<file path="config.mk">
export PLATFORM = sky130hd
export DESIGN_NAME = mc_ctrl
export DESIGN_NICKNAME = d
export VERILOG_FILES = /design/src/rtl/mc_ctrl.sv
export SDC_FILE = /design/constraint.sdc
export NUM_CORES = 1
export LEC_CHECK = 0
export CELL_PAD_IN_SITES_DETAIL_PLACEMENT = 0
export CELL_PAD_IN_SITES_GLOBAL_PLACEMENT = 2
export CORE_ASPECT_RATIO = 0.6
export CORE_MARGIN = 2
export CORE_UTILIZATION = 21
export DETAILED_ROUTE_END_ITERATION = 8
export HOLD_SLACK_MARGIN = 0.02
export PLACE_DENSITY_LB_ADDON = 0.15
export SLEW_MARGIN = 20
export SYNTH_ARGS = -nofsm -noshare
export SYNTH_HDL_FRONTEND = slang
export SYNTH_SLANG_ARGS = --single-unit
</file>
<file path="constraint.sdc">
create_clock -name clk -period 2.24 [get_ports clk]
set_input_delay 0.224 -clock clk [delete_from_list [all_inputs] [get_ports clk]]
set_output_delay 0.224 -clock clk [all_outputs]
set_load 0.005 [all_outputs]
</file>
<file path="src/rtl/mc_ctrl.sv">
// Multi-cycle MIPS control FSM: sequences fetch/decode/execute/memory/write-back.
// Optional build macro CTRL_TRAP_EN: illegal instructions park in TRAP instead of retiring as NOPs.
module mc_ctrl (
  input  logic       clk,
  input  logic       rst,
  input  logic [5:0] opcode,
  input  logic [5:0] funct,
  input  logic       zero,
  input  logic       mem_ready,
  output logic       pc_we,
  output logic [1:0] pc_src,
  output logic       ir_we,
  output logic       iord,
  output logic       mem_rd,
  output logic       mem_wr,
  output logic       reg_we,
  output logic [1:0] reg_dst,
  output logic [1:0] wb_src,
  output logic [1:0] alu_src_a,
  output logic [1:0] alu_src_b,
  output logic       ext_sign,
  output logic [2:0] alu_op,
  output logic       retire,
  output logic [3:0] state
);

  localparam logic [3:0] S_RESET  = 4'd0;
  localparam logic [3:0] S_FETCH  = 4'd1;
  localparam logic [3:0] S_DECODE = 4'd2;
  localparam logic [3:0] S_EXEC_R = 4'd3;
  localparam logic [3:0] S_EXEC_I = 4'd4;
  localparam logic [3:0] S_ADDR   = 4'd5;
  localparam logic [3:0] S_MEM_RD = 4'd6;
  localparam logic [3:0] S_MEM_WR = 4'd7;
  localparam logic [3:0] S_WB_R   = 4'd8;
  localparam logic [3:0] S_WB_I   = 4'd9;
  localparam logic [3:0] S_WB_LD  = 4'd10;
  localparam logic [3:0] S_BRANCH = 4'd11;
  localparam logic [3:0] S_JUMP   = 4'd12;
  localparam logic [3:0] S_TRAP   = 4'd13;

  localparam logic [5:0] OP_RTYPE = 6'h00;
  localparam logic [5:0] OP_J     = 6'h02;
  localparam logic [5:0] OP_JAL   = 6'h03;
  localparam logic [5:0] OP_BEQ   = 6'h04;
  localparam logic [5:0] OP_BNE   = 6'h05;
  localparam logic [5:0] OP_ADDI  = 6'h08;
  localparam logic [5:0] OP_ANDI  = 6'h0C;
  localparam logic [5:0] OP_ORI   = 6'h0D;
  localparam logic [5:0] OP_LUI   = 6'h0F;
  localparam logic [5:0] OP_LW    = 6'h23;
  localparam logic [5:0] OP_SW    = 6'h2B;

  localparam logic [5:0] FN_SLL = 6'h00;
  localparam logic [5:0] FN_SRL = 6'h02;
  localparam logic [5:0] FN_JR  = 6'h08;
  localparam logic [5:0] FN_ADD = 6'h20;
  localparam logic [5:0] FN_SUB = 6'h22;
  localparam logic [5:0] FN_AND = 6'h24;
  localparam logic [5:0] FN_OR  = 6'h25;
  localparam logic [5:0] FN_SLT = 6'h2A;

  localparam logic [2:0] ALU_ADD = 3'd0;
  localparam logic [2:0] ALU_SUB = 3'd1;
  localparam logic [2:0] ALU_AND = 3'd2;
  localparam logic [2:0] ALU_OR  = 3'd3;
  localparam logic [2:0] ALU_SLT = 3'd4;
  localparam logic [2:0] ALU_SLL = 3'd5;
  localparam logic [2:0] ALU_SRL = 3'd6;
  localparam logic [2:0] ALU_LUI = 3'd7;

  logic [3:0] state_q;
  logic [3:0] state_nxt;

  logic is_rtype, is_jr, r_alu_ok, r_shift, is_imm, is_mem, is_br, is_jmp, illegal;

  function automatic logic [2:0] r_alu_op(input logic [5:0] fn);
    case (fn)
      FN_SUB:  r_alu_op = ALU_SUB;
      FN_AND:  r_alu_op = ALU_AND;
      FN_OR:   r_alu_op = ALU_OR;
      FN_SLT:  r_alu_op = ALU_SLT;
      FN_SLL:  r_alu_op = ALU_SLL;
      FN_SRL:  r_alu_op = ALU_SRL;
      default: r_alu_op = ALU_ADD;
    endcase
  endfunction

  // Instruction classification; R-type funct legality is resolved here so DECODE can dispatch it.
  always_comb begin
    is_rtype = (opcode == OP_RTYPE);
    r_shift  = (funct == FN_SLL) || (funct == FN_SRL);
    r_alu_ok = r_shift || (funct == FN_ADD) || (funct == FN_SUB) ||
               (funct == FN_AND) || (funct == FN_OR) || (funct == FN_SLT);
    is_jr    = is_rtype && (funct == FN_JR);
    is_imm   = (opcode == OP_ADDI) || (opcode == OP_ANDI) ||
               (opcode == OP_ORI)  || (opcode == OP_LUI);
    is_mem   = (opcode == OP_LW) || (opcode == OP_SW);
    is_br    = (opcode == OP_BEQ) || (opcode == OP_BNE);
    is_jmp   = (opcode == OP_J) || (opcode == OP_JAL) || is_jr;
    illegal  = !((is_rtype && r_alu_ok) || is_imm || is_mem || is_br || is_jmp);
  end

  always_ff @(posedge clk or posedge rst) begin
    if (rst) state_q <= S_RESET;
    else     state_q <= state_nxt;
  end

  assign state = state_q;

  always_comb begin
    state_nxt = state_q;
    case (state_q)
      S_RESET:  state_nxt = S_FETCH;
      S_FETCH:  if (mem_ready) state_nxt = S_DECODE;
      S_DECODE: begin
        if (is_jmp)                     state_nxt = S_JUMP;
        else if (is_rtype && r_alu_ok)  state_nxt = S_EXEC_R;
        else if (is_imm)                state_nxt = S_EXEC_I;
        else if (is_mem)                state_nxt = S_ADDR;
        else if (is_br)                 state_nxt = S_BRANCH;
        else
`ifdef CTRL_TRAP_EN
          state_nxt = S_TRAP;
`else
          state_nxt = S_FETCH;
`endif
      end
      S_EXEC_R: state_nxt = S_WB_R;
      S_EXEC_I: state_nxt = S_WB_I;
      S_ADDR:   state_nxt = (opcode == OP_LW) ? S_MEM_RD : S_MEM_WR;
      S_MEM_RD: if (mem_ready) state_nxt = S_WB_LD;
      S_MEM_WR: if (mem_ready) state_nxt = S_FETCH;
      S_WB_R, S_WB_I, S_WB_LD, S_BRANCH, S_JUMP: state_nxt = S_FETCH;
      S_TRAP:   state_nxt = S_TRAP;
      default:  state_nxt = S_RESET;
    endcase
  end

  // Outputs are forced low while rst is high so no strobe survives into the reset window.
  always_comb begin
    pc_we     = 1'b0;
    pc_src    = 2'd0;
    ir_we     = 1'b0;
    iord      = 1'b0;
    mem_rd    = 1'b0;
    mem_wr    = 1'b0;
    reg_we    = 1'b0;
    reg_dst   = 2'd0;
    wb_src    = 2'd0;
    alu_src_a = 2'd0;
    alu_src_b = 2'd0;
    ext_sign  = 1'b0;
    alu_op    = ALU_ADD;
    retire    = 1'b0;
    if (!rst) begin
      case (state_q)
        S_FETCH: begin
          mem_rd    = 1'b1;
          alu_src_b = 2'd1;
          ir_we     = mem_ready;
          pc_we     = mem_ready;
        end
        S_DECODE: begin
          alu_src_b = 2'd3;
          ext_sign  = 1'b1;
`ifndef CTRL_TRAP_EN
          retire    = illegal;
`endif
        end
        S_EXEC_R: begin
          alu_src_a = r_shift ? 2'd2 : 2'd1;
          alu_op    = r_alu_op(funct);
        end
        S_EXEC_I: begin
          alu_src_a = 2'd1;
          alu_src_b = 2'd2;
          case (opcode)
            OP_ANDI: alu_op = ALU_AND;
            OP_ORI:  alu_op = ALU_OR;
            OP_LUI:  alu_op = ALU_LUI;
            default: begin
              alu_op   = ALU_ADD;
              ext_sign = 1'b1;
            end
          endcase
        end
        S_ADDR: begin
          alu_src_a = 2'd1;
          alu_src_b = 2'd2;
          ext_sign  = 1'b1;
        end
        S_MEM_RD: begin
          mem_rd = 1'b1;
          iord   = 1'b1;
        end
        S_MEM_WR: begin
          mem_wr = 1'b1;
          iord   = 1'b1;
          retire = mem_ready;
        end
        S_WB_R: begin
          reg_we  = 1'b1;
          reg_dst = 2'd1;
          retire  = 1'b1;
        end
        S_WB_I: begin
          reg_we = 1'b1;
          retire = 1'b1;
        end
        S_WB_LD: begin
          reg_we = 1'b1;
          wb_src = 2'd1;
          retire = 1'b1;
        end
        S_BRANCH: begin
          alu_src_a = 2'd1;
          alu_op    = ALU_SUB;
          pc_src    = 2'd1;
          pc_we     = (opcode == OP_BEQ) ? zero : !zero;
          retire    = 1'b1;
        end
        S_JUMP: begin
          pc_we  = 1'b1;
          retire = 1'b1;
          if (is_jr) begin
            pc_src = 2'd3;
          end else begin
            pc_src = 2'd2;
            if (opcode == OP_JAL) begin
              reg_we  = 1'b1;
              reg_dst = 2'd2;
              wb_src  = 2'd2;
            end
          end
        end
        default: ;
      endcase
    end
  end

endmodule

</file>
Word level (Yosys, flattened, before mapping)
Index checks and enable logic that the tools add are counted.
Widths: inputs -> output; s select.

word-level totals
  bits in registers = 4
  bits of input ports = 16
  output and inout bits = 25

operators by class
  equal/unequal tests = 33
  muxes and demuxes = 48
  reductions and logical operators = 34

operators with widths
  operator            count
  $eq 6x6->1 const B  7
  $pmux 4 s9          1
  $mux 4              8
  $eq 6x4->1 const B  5
  $eq 4x4->1 const B  6
  $eq 6x2->1 const B  3
  $mux 1              18
  $pmux 3 s3          2
  $pmux 3 s6          1
  $logic_or 1x1->1    17
  $eq 4x3->1 const B  4
  $mux 2              8
  $pmux 2 s2          4
  $eq 6x3->1 const B  2
  $logic_not 6->1     2
  $reduce_or 3->1     3
  $eq 4x2->1 const B  2
  $reduce_or 2->1     4
  $ne 2x2->1 const B  3
  $pmux 1 s3          2
  $pmux 2 s3          1
  $reduce_or 6->1     1
  $reduce_or 5->1     1
  $eq 4x1->1 const B  1
  other kinds (6)     9

Logic depth before layout (Yosys ltp)
Gate-level depths: netlist of run 1.

  depth in word-level cells = 15
  depth in mapped cells = 5

Least setup slack after synthesis of run 1
OpenSTA, ideal clock, no wires.

  path type = flip-flop to output port
  start point = reg state_q[1] (netlist: state[1])
  end point = out alu_op[1]
  data arrival time = 1.513 ns
  required time = 2.016 ns
  path slack = 0.503 ns
  cell stages (with the launch flop) = 5
  cell sequence = dfrtp_1 > or4b_1 > a21o_1 > nand4bb_1 > o21ai_0

between the ends
  longest elaborated chain between the ends = 3

RTL lines
  element                             RTL line  RTL
  start: declaration                  72        logic [3:0] state_q;
  start signal: assignment            106       else state_q <= state_nxt;
  $eq 4x4->1 (tied with other cells)  157       case (state_q)
  $pmux 3 s3 (*)                      157
  $mux 3 (*)                          156       if (!rst) begin
  end: declaration                    22        output logic [2:0] alu_op,

Mark *: on every way between the ends. The rest lies on a longest branch, timed or not.

Final worst setup path of run 1
  start point = in opcode[5]
  end point = out retire

between the ends
  longest elaborated chain between the ends = 11

RTL lines
  element                        RTL line  RTL
  start: declaration             6         input logic [5:0] opcode,
  $eq 6x4->1                     96        is_imm = (opcode == OP_ADDI) || (opcode == OP_ANDI) ||
  $logic_or 1x1->1 (2 in a row)  96
  $logic_or 1x1->1               97        (opcode == OP_ORI) || (opcode == OP_LUI);
  $logic_or 1x1->1 (3 in a row)  101       illegal = !((is_rtype && r_alu_ok) || is_imm || is_mem || is_br || is_jmp);
  $logic_or 1x1->1 (*)           101
  $logic_not 1->1 (*)            101
  $pmux 1 s3 (*)                 157
  $mux 1 (*)                     156
  end: declaration               23        output logic retire,

Marked as above.

==> out/metrics.csv, run 1 <==
stage,metric,value,unit
cts,cts.sinks,4,
cts,clock_latency,210,ps
die,io_pins,41,
cts,cts_hold_buf,0,
final_layout,stdcell_count,289,
worst_setup_path,startpoint_type,primary input,
final_layout,fill_cells,440,
die,dieWidth,90.1,um
place,gp_congestion,0.864,
cts,clk_pin_slew,30,ps
worst_setup_path,rr_endpoint,state[3]$_DFFE_PP0P_,
grt,grt_pass1_vias,1401,
logic_synthesis,ys_async_sr_fraction,100,%
detailed_routing,ant_nets,0,
power_and_ir_drop,p_int,0.631,mW
place,io_buffers,40,
worst_setup_path,crit_type,primary input to output port,
power_and_ir_drop,combPwrFrac,76.9,%
detailed_routing,vias_per_cell,5.02,
sta,slew_violations,0,
final_layout,drive_gt1_share,32.3,%
sta,finalSetupViolCount,0,
logic_synthesis,ys_types,48,
cts,cts_tree,yes,
grt,grt_pass1_wl,7060,um
logic_synthesis,synth_fa_ha_area_share,0,%
final_layout,largest_reg_flops,4,
die,die_y,55.7,um
sta,rsz0062_at_grt,yes,
logic_synthesis,synth.area.top_cells,"dfrtp_1, nor3_1, nor2_1, a21oi_1, o21ai_0",
die,core_region_area,0.00419,mm2
grt,grt_overflow,0,
detailed_routing,drt-wirelength-per-cell,15.0,um
logic_synthesis,synth-seq-cells,4,
cts,cts_root_buffer,clkbuf_8,
logic_synthesis,muxShareOfSynthArea,1.07,%
logic_synthesis,netlist_area,935,um2
worst_setup_path,r2r_slack,640,ps
worst_setup_path,arrival,1970,ps
detailed_routing,drc,0,
final_layout,seq_area,100,um2
sta,fin_skew,0.702,ps
status,status,completed,
logic_synthesis,synth-main-ff-cell,dfrtp_1,
worst_setup_path,cp-startpoint,opcode[5],
logic_synthesis,synth_top_family_by_area,simple AND/OR/NAND/NOR gates,
worst_setup_path,cp_max_fo,5,
logic_synthesis,synthXorXnorAreaFrac,0.937,%
logic_synthesis,synth_area_leader_cell,dfrtp_1,
cts,clockBufferDepth,2,
worst_setup_path,required,2020,ps
die,start_util,22.3,%
cts,cts_buffers,3,
logic_synthesis,synth_nets,161,
worst_setup_path,endpoint,retire,
power_and_ir_drop,vdd_drop_max,0.410,mV
power_and_ir_drop,switchingPower,0.515,mW
sta,hold_viol,0,
place,place_hpwl,3530,um
final_layout,nets,247,
detailed_routing,initialDrtViolationCount,77,
worst_setup_path,r2r_cells,4,
final_layout,area_growth,106,%
worst_setup_path,critPathCaptureType,output port,
flow_run,cap_violations,0,
detailed_routing,wirelength,4350,um
grt,grt.total_usage,17.2,%
power_and_ir_drop,totalPowerFinal,1.15,mW
logic_synthesis,seq_area_frac_synth,10.7,%
power_and_ir_drop,pwr-share-seq,10.1,%
logic_synthesis,postSynthCellCount,145,
logic_synthesis,ys.warnings.count,0,
logic_synthesis,synth-simple-area-share,47.8,%
worst_setup_path,rr_startpoint,state[2]$_DFFE_PP0P_,
grt,grt_max_degree,16,
sta,clock.fmax,0.456,GHz
logic_synthesis,synth_compound_area_share,31.9,%
sta,tightest_slew,340,ps
die,std_cell_rows,18,
sta,fin_crit,2190,ps
power_and_ir_drop,power.density,596,mW/mm2
die,dieArea,0.00502,mm2
worst_hold_path,hold_path_class,primary input to async pin,
place,dp.cells,283,
sta,relSlewSlack,77.1,%
power_and_ir_drop,sw_frac_of_total,44.9,%
logic_synthesis,yosysTopAreaCellShare,10.7,%
grt,grt_antenna_before_repair,0,
final_layout,num_antenna_cells,0,
detailed_routing,dr_total_vias,1452,
power_and_ir_drop,pwr-share-clk,13.0,%
cts,h-tree-depth,1,
logic_synthesis,syn_area_per_cell,6.45,um2
final_layout,multi_input_area,883,um2
logic_synthesis,synth_edf_count,0,
detailed_routing,drtPass1Iterations,4,
sta,post-route-period-util,97.9,%
power_and_ir_drop,p_leak,0.835,nW
-- per-layer routing --
layer / vias to the layer above / track usage (%) / share of wire [%]
li1: 725 / - / -
met1: 675 / 26.4 / 52
met2: 48 / 24.6 / 40
met3: 4 / 2.71 / 7.6
met4: 0 / 4.40 / 0.60
met5: - / 0 / 0
-- worst max-delay path, stage by stage --
cell	delay, ps
clkdlybuf4s50_1	420
buf_4	170
nand4b_1	110
o41ai_1	80
buf_4	140
a221o_1	340
o31ai_2	240
clkdlybuf4s15_1	230
-- what timing repair did --
action                                  in CTS  in global routing
cloned                                       0                  0
endpoints found under the setup margin      11                  9
setup buffers                                3                  0
resized for setup                           28                 27
pin swaps                                    8                 10
hold endpoints to repair                     0                  0
-- through the flow --
step	setup slack, ps	utilization [%]	TNS, ps	hold slack [ps]	area (um2)
detailed placement	-316	41.2	-2220	720	1730
finish	47.3	45.9	0	510	1920
global placement	-276	41.2	-1620	715	1730
floorplan	503	-	0	219	935
CTS	-124	43.9	-124	504	1840
global route	-21.7	45.9	-31.2	541	1920
-- worst min path at each step --
stage / to / slack, ps / depth (start not counted) / from
after floorplan: state[0]$_DFFE_PP0P_ / 220 / 2 / rst
after CTS: state[3]$_DFFE_PP0P_ / 500 / 4 / rst
after global routing: state[1]$_DFFE_PP0P_ / 540 / 4 / rst
after global placement: state[3]$_DFFE_PP0P_ / 720 / 4 / rst
after detailed placement: state[1]$_DFFE_PP0P_ / 720 / 4 / rst
final: state[2]$_DFFE_PP0P_ / 510 / 4 / rst
-- cells in the final DEF, fill, tap and decap left out, types with 3 or more instances in the layout --
cell type         n
a21oi_1           8
a31oi_1           3
buf_4            46
clkbuf_8          3
clkdlybuf4s15_1   4
clkdlybuf4s50_1  22
dfrtp_1           4
dlygate4sd2_1     7
dlymetal6s2s_1    6
inv_1             7
nand2_1          11
nand2b_1          5
nand3_1           4
nor2_1           17
nor3_1           11
nor3_2            3
o21ai_0           5
o21ai_1           4
-- power by group through the flow --
stage | Combinational (mW) | Sequential, mW | Clock [mW]
after global routing | 0.960 | 0.117 | 0.159
final | 0.881 | 0.116 | 0.149
after floorplan | 0.380 | 0.126 | 0
after CTS | 0.848 | 0.114 | 0.152
after detailed placement | 0.827 | 0.114 | 0
after global placement | 0.828 | 0.111 | 0
-- cell usage after synthesis, drive strengths merged, types with 2 or more instances --
cell    number
a21o         2
a21oi        9
a31oi        3
a32oi        2
and3b        2
and4         2
buf          6
clkbuf       2
dfrtp        4
inv          7
nand2       11
nand2b       6
nand3        5
nand3b       2
nor2        19
nor2b        3
nor3        15
nor3b        2
nor4         3
o21a         2
o21ai        9
o31ai        3
o41ai        2
or3          3
-- kinds of logic (layout without fill, tap and decap cells) --
logic type,count (synthesis),count (layout)
simple gates,80,80
compound gates,43,43
buf+inv,16,100
flops,4,4
xor+xnor,1,1
mux,1,1
-- layout make-up --
class                           count  share of cell area (%)
Tap cell                           60                    3.90
Clock buffer                        3                    2.15
Inverter                            8                    1.76
Multi-Input combinational cell    125                    45.9
Timing Repair Buffer               89                    41.1
Sequential cell                     4                    5.20
No activity file was read; power rests on OpenSTA's default activity.
==> run 2: changes to the inputs <==
--- a/config.mk
+++ b/config.mk
@@ -5,11 +5,9 @@
 export SDC_FILE = /design/constraint.sdc
 export NUM_CORES = 1
 export LEC_CHECK = 0
-export CELL_PAD_IN_SITES_DETAIL_PLACEMENT = 0
-export CELL_PAD_IN_SITES_GLOBAL_PLACEMENT = 2
 export CORE_ASPECT_RATIO = 0.6
-export CORE_MARGIN = 2
-export CORE_UTILIZATION = 21
+export CORE_MARGIN = 5
+export CORE_UTILIZATION = 42
 export DETAILED_ROUTE_END_ITERATION = 8
 export HOLD_SLACK_MARGIN = 0.02
 export PLACE_DENSITY_LB_ADDON = 0.15
==> run 2 against run 1 <==
Against the previous run: largest cell class unchanged; first-iteration DRC count up 86%; final area down 5.6%; clock skew up 2.6 ps; sequential power about the same; largest power group unchanged; hold slack better by 86 ps; critical path depth down 2; count of clock-buffer cells in the layout unchanged.
==> out/metrics.csv, run 2 (synthesized netlist as in run 1, its figures left out) <==
stage,metric,value,unit,change
status,status,completed,,
worst_setup_path,required,2020,ps,about the same
die,io_pins,41,,unchanged
grt,grt_max_degree,16,,unchanged
die,start_util,43.5,%,+21 points
worst_setup_path,crit_type,register to output port,,
sta,clock.fmax,0.462,GHz,+1.3%
final_layout,final_cell_mix,"buf_4, clkdlybuf4s50_1, nor2_1",,
final_layout,area_growth,94.2,%,
worst_setup_path,max_stage_delay,490,ps,+70 ps
detailed_routing,drc,0,,unchanged
worst_setup_path,crit_path_cell_trace,buf_6 -> buf_12 -> nand2b_4 -> nor3_2 -> and4_1 -> clkdlybuf4s50_1,,
worst_setup_path,critPathSlowestCell,clkdlybuf4s50_1,,
die,die_y,46.5,um,-16%
detailed_routing,initialDrtViolationCount,143,,+86%
sta,relSlewSlack,68.0,%,-9.1 points
cts,cts_buffers,3,,unchanged
worst_setup_path,path_buf_inv,3,,-1
grt,grt_overflow,0,,unchanged
final_layout,num_antenna_cells,0,,unchanged
detailed_routing,drt-wirelength-per-cell,17.8,um,+19%
detailed_routing,vias_per_cell,6.14,,+22%
cts,clk_pin_slew,30,ps,about the same
sta,tightest_slew,473,ps,+133 ps
place,dp.cells,245,,-13%
worst_setup_path,path_delay_family,buffers and inverters,,
cts,clockBufferDepth,2,,unchanged
sta,post-route-period-util,96.6,%,-1.3 points
detailed_routing,drtPass1Iterations,5,,+1
sta,setup_ws,75.3,ps,+28.0 ps
final_layout,largest_reg_flops,4,,unchanged
sta,fin_skew,3.32,ps,+2.62 ps
detailed_routing,ant_nets,0,,unchanged
power_and_ir_drop,power.density,646,mW/mm2,+8.4%
die,dieArea,0.00330,mm2,-34%
die,dieWidth,70.9,um,-21%
worst_hold_path,hold_path_class,primary input to register,,
die,std_cell_rows,13,,-5
sta,rsz0062_at_grt,yes,,
sta,fin_crit,2160,ps,-28.0 ps
cts,cts_root_buffer,clkbuf_8,,
final_layout,final_util,84.6,%,+39 points
die,core_region_area,0.00215,mm2,-49%
cts,cts_tree,yes,,
final_layout,final_common_cell,buf_4,,
worst_setup_path,cp_max_fo,11,,+6
grt,grt_pass1_vias,1332,,-4.9%
final_layout,nets,241,,-2.4%
place,place_hpwl,3190,um,-9.5%
flow_run,cap_violations,0,,unchanged
sta,whs,595,ps,+85.6 ps
place,preCtsSetupSlack,-282,ps,+33.8 ps
sta,hold_viol,0,,unchanged
sta,slew_violations,0,,unchanged
grt,grt.total_usage,26.5,%,+9.3 points
place,io_buffers,40,,unchanged
grt,grt_antenna_before_repair,0,,unchanged
final_layout,fill_cells,140,,-68%
sta,finalSetupViolCount,0,,unchanged
detailed_routing,dr_total_vias,1553,,+7.0%
detailed_routing,wirelength,4520,um,+3.8%
cts,cts_hold_buf,0,,unchanged
place,gp_congestion,0.899,,+4.1%
power_and_ir_drop,vdd_drop_max,0.823,mV,+100%
worst_setup_path,critPathCaptureType,output port,,
power_and_ir_drop,totalPowerFinal,1.17,mW,+2.3%
final_layout,drive_gt1_share,30.5,%,-1.8 points
grt,grt_pass1_wl,6610,um,-6.3%
worst_setup_path,arrival,1940,ps,-30 ps
final_layout,stdcell_count,253,,-12%
cts,h-tree-depth,1,,unchanged
cts,cts.sinks,4,,unchanged
power_and_ir_drop,p_leak,0.809,nW,-3.2%
worst_setup_path,startpoint_type,register,,
cts,clock_latency,210,ps,about the same
-- run 2: cell types whose count changed in the layout (fill, tap and decap cells not counted), sizes merged --
cell          delta
dlymetal6s2s     -2
clkbuf           +1
buf              -7
dlygate4sd2      +2
clkinvlp         +1
inv              -1
-- run 2: worst paths after layout --
path	from	to	slack [ps]	cells past startpoint
worst max register to register	state[2]$_DFFE_PP0P_	state[0]$_DFFE_PP0P_	580	6
min in group asynchronous	rst	state[3]$_DFFE_PP0P_	620	3
max in group asynchronous	rst	state[0]$_DFFE_PP0P_	1500	3
worst min-delay path	opcode[3]	state[0]$_DFFE_PP0P_	600	4
worst min register to register	state[3]$_DFFE_PP0P_	state[2]$_DFFE_PP0P_	770	2
worst max-delay path	state[0]$_DFFE_PP0P_	wb_src[1]	80	6
-- run 2: layout make-up --
cell class	count	area [um2]	share of cell area (%)
clock buffers	3	41.3	2.27
inverters	8	37.5	2.07
multi-input cells	125	855	47.1
flip-flops and latches	4	100	5.51
well taps	30	37.5	2.07
repair buffers	83	744	41.0
-- run 2: power by group --
| part | switching, mW | total (mW) | leakage, nW | internal [mW] |
|---|---|---|---|---|
| combinational | 0.483 | 0.909 | 0.737 | 0.426 |
| clock | 0.0335 | 0.148 | 0.0216 | 0.114 |
| sequential | 0.0181 | 0.116 | 0.0499 | 0.0978 |
| total | 0.534 | 1.17 | 0.809 | 0.638 |
-- run 2: per-layer routing --
layer,up-vias,GRT usage (%),share of wire [%],wire length [um]
li1,710,-,-,-
met1,740,37.2,43,1960
met2,97,43.6,47,2110
met3,6,3.92,9.1,411
met4,0,5.24,0.84,38
met5,-,0,0,0
-- run 2: worst register-to-register path, delay by kind of cell, from the launching register on --
kind / cells / cell delay, ps
compound gates: 2 / 390
buf+inv: 2 / 360
flops: 1 / 360
simple gates: 2 / 460
-- run 2: timing repair --
action	4_1_cts	5_1_grt
setup buffers	2	3
pin swaps	5	10
setup endpoints to repair	9	11
resized for setup	27	24
-- run 2: stage by stage --
stage	instance area [um2]	TNS, ps
after floorplan	935	0
after global placement	1620	-1430
after detailed placement	1620	-1770
after CTS	1700	-132
after global routing	1820	-54.0
final	1820	0
==> run 3: changes to the inputs <==
--- a/config.mk
+++ b/config.mk
@@ -5,6 +5,7 @@
 export SDC_FILE = /design/constraint.sdc
 export NUM_CORES = 1
 export LEC_CHECK = 0
+export ABC_CLOCK_PERIOD_IN_PS = 2240
 export CORE_ASPECT_RATIO = 0.6
 export CORE_MARGIN = 5
 export CORE_UTILIZATION = 42
==> results of run 3 <==
Final layout, timing and power as in run 2 (identical DEF).
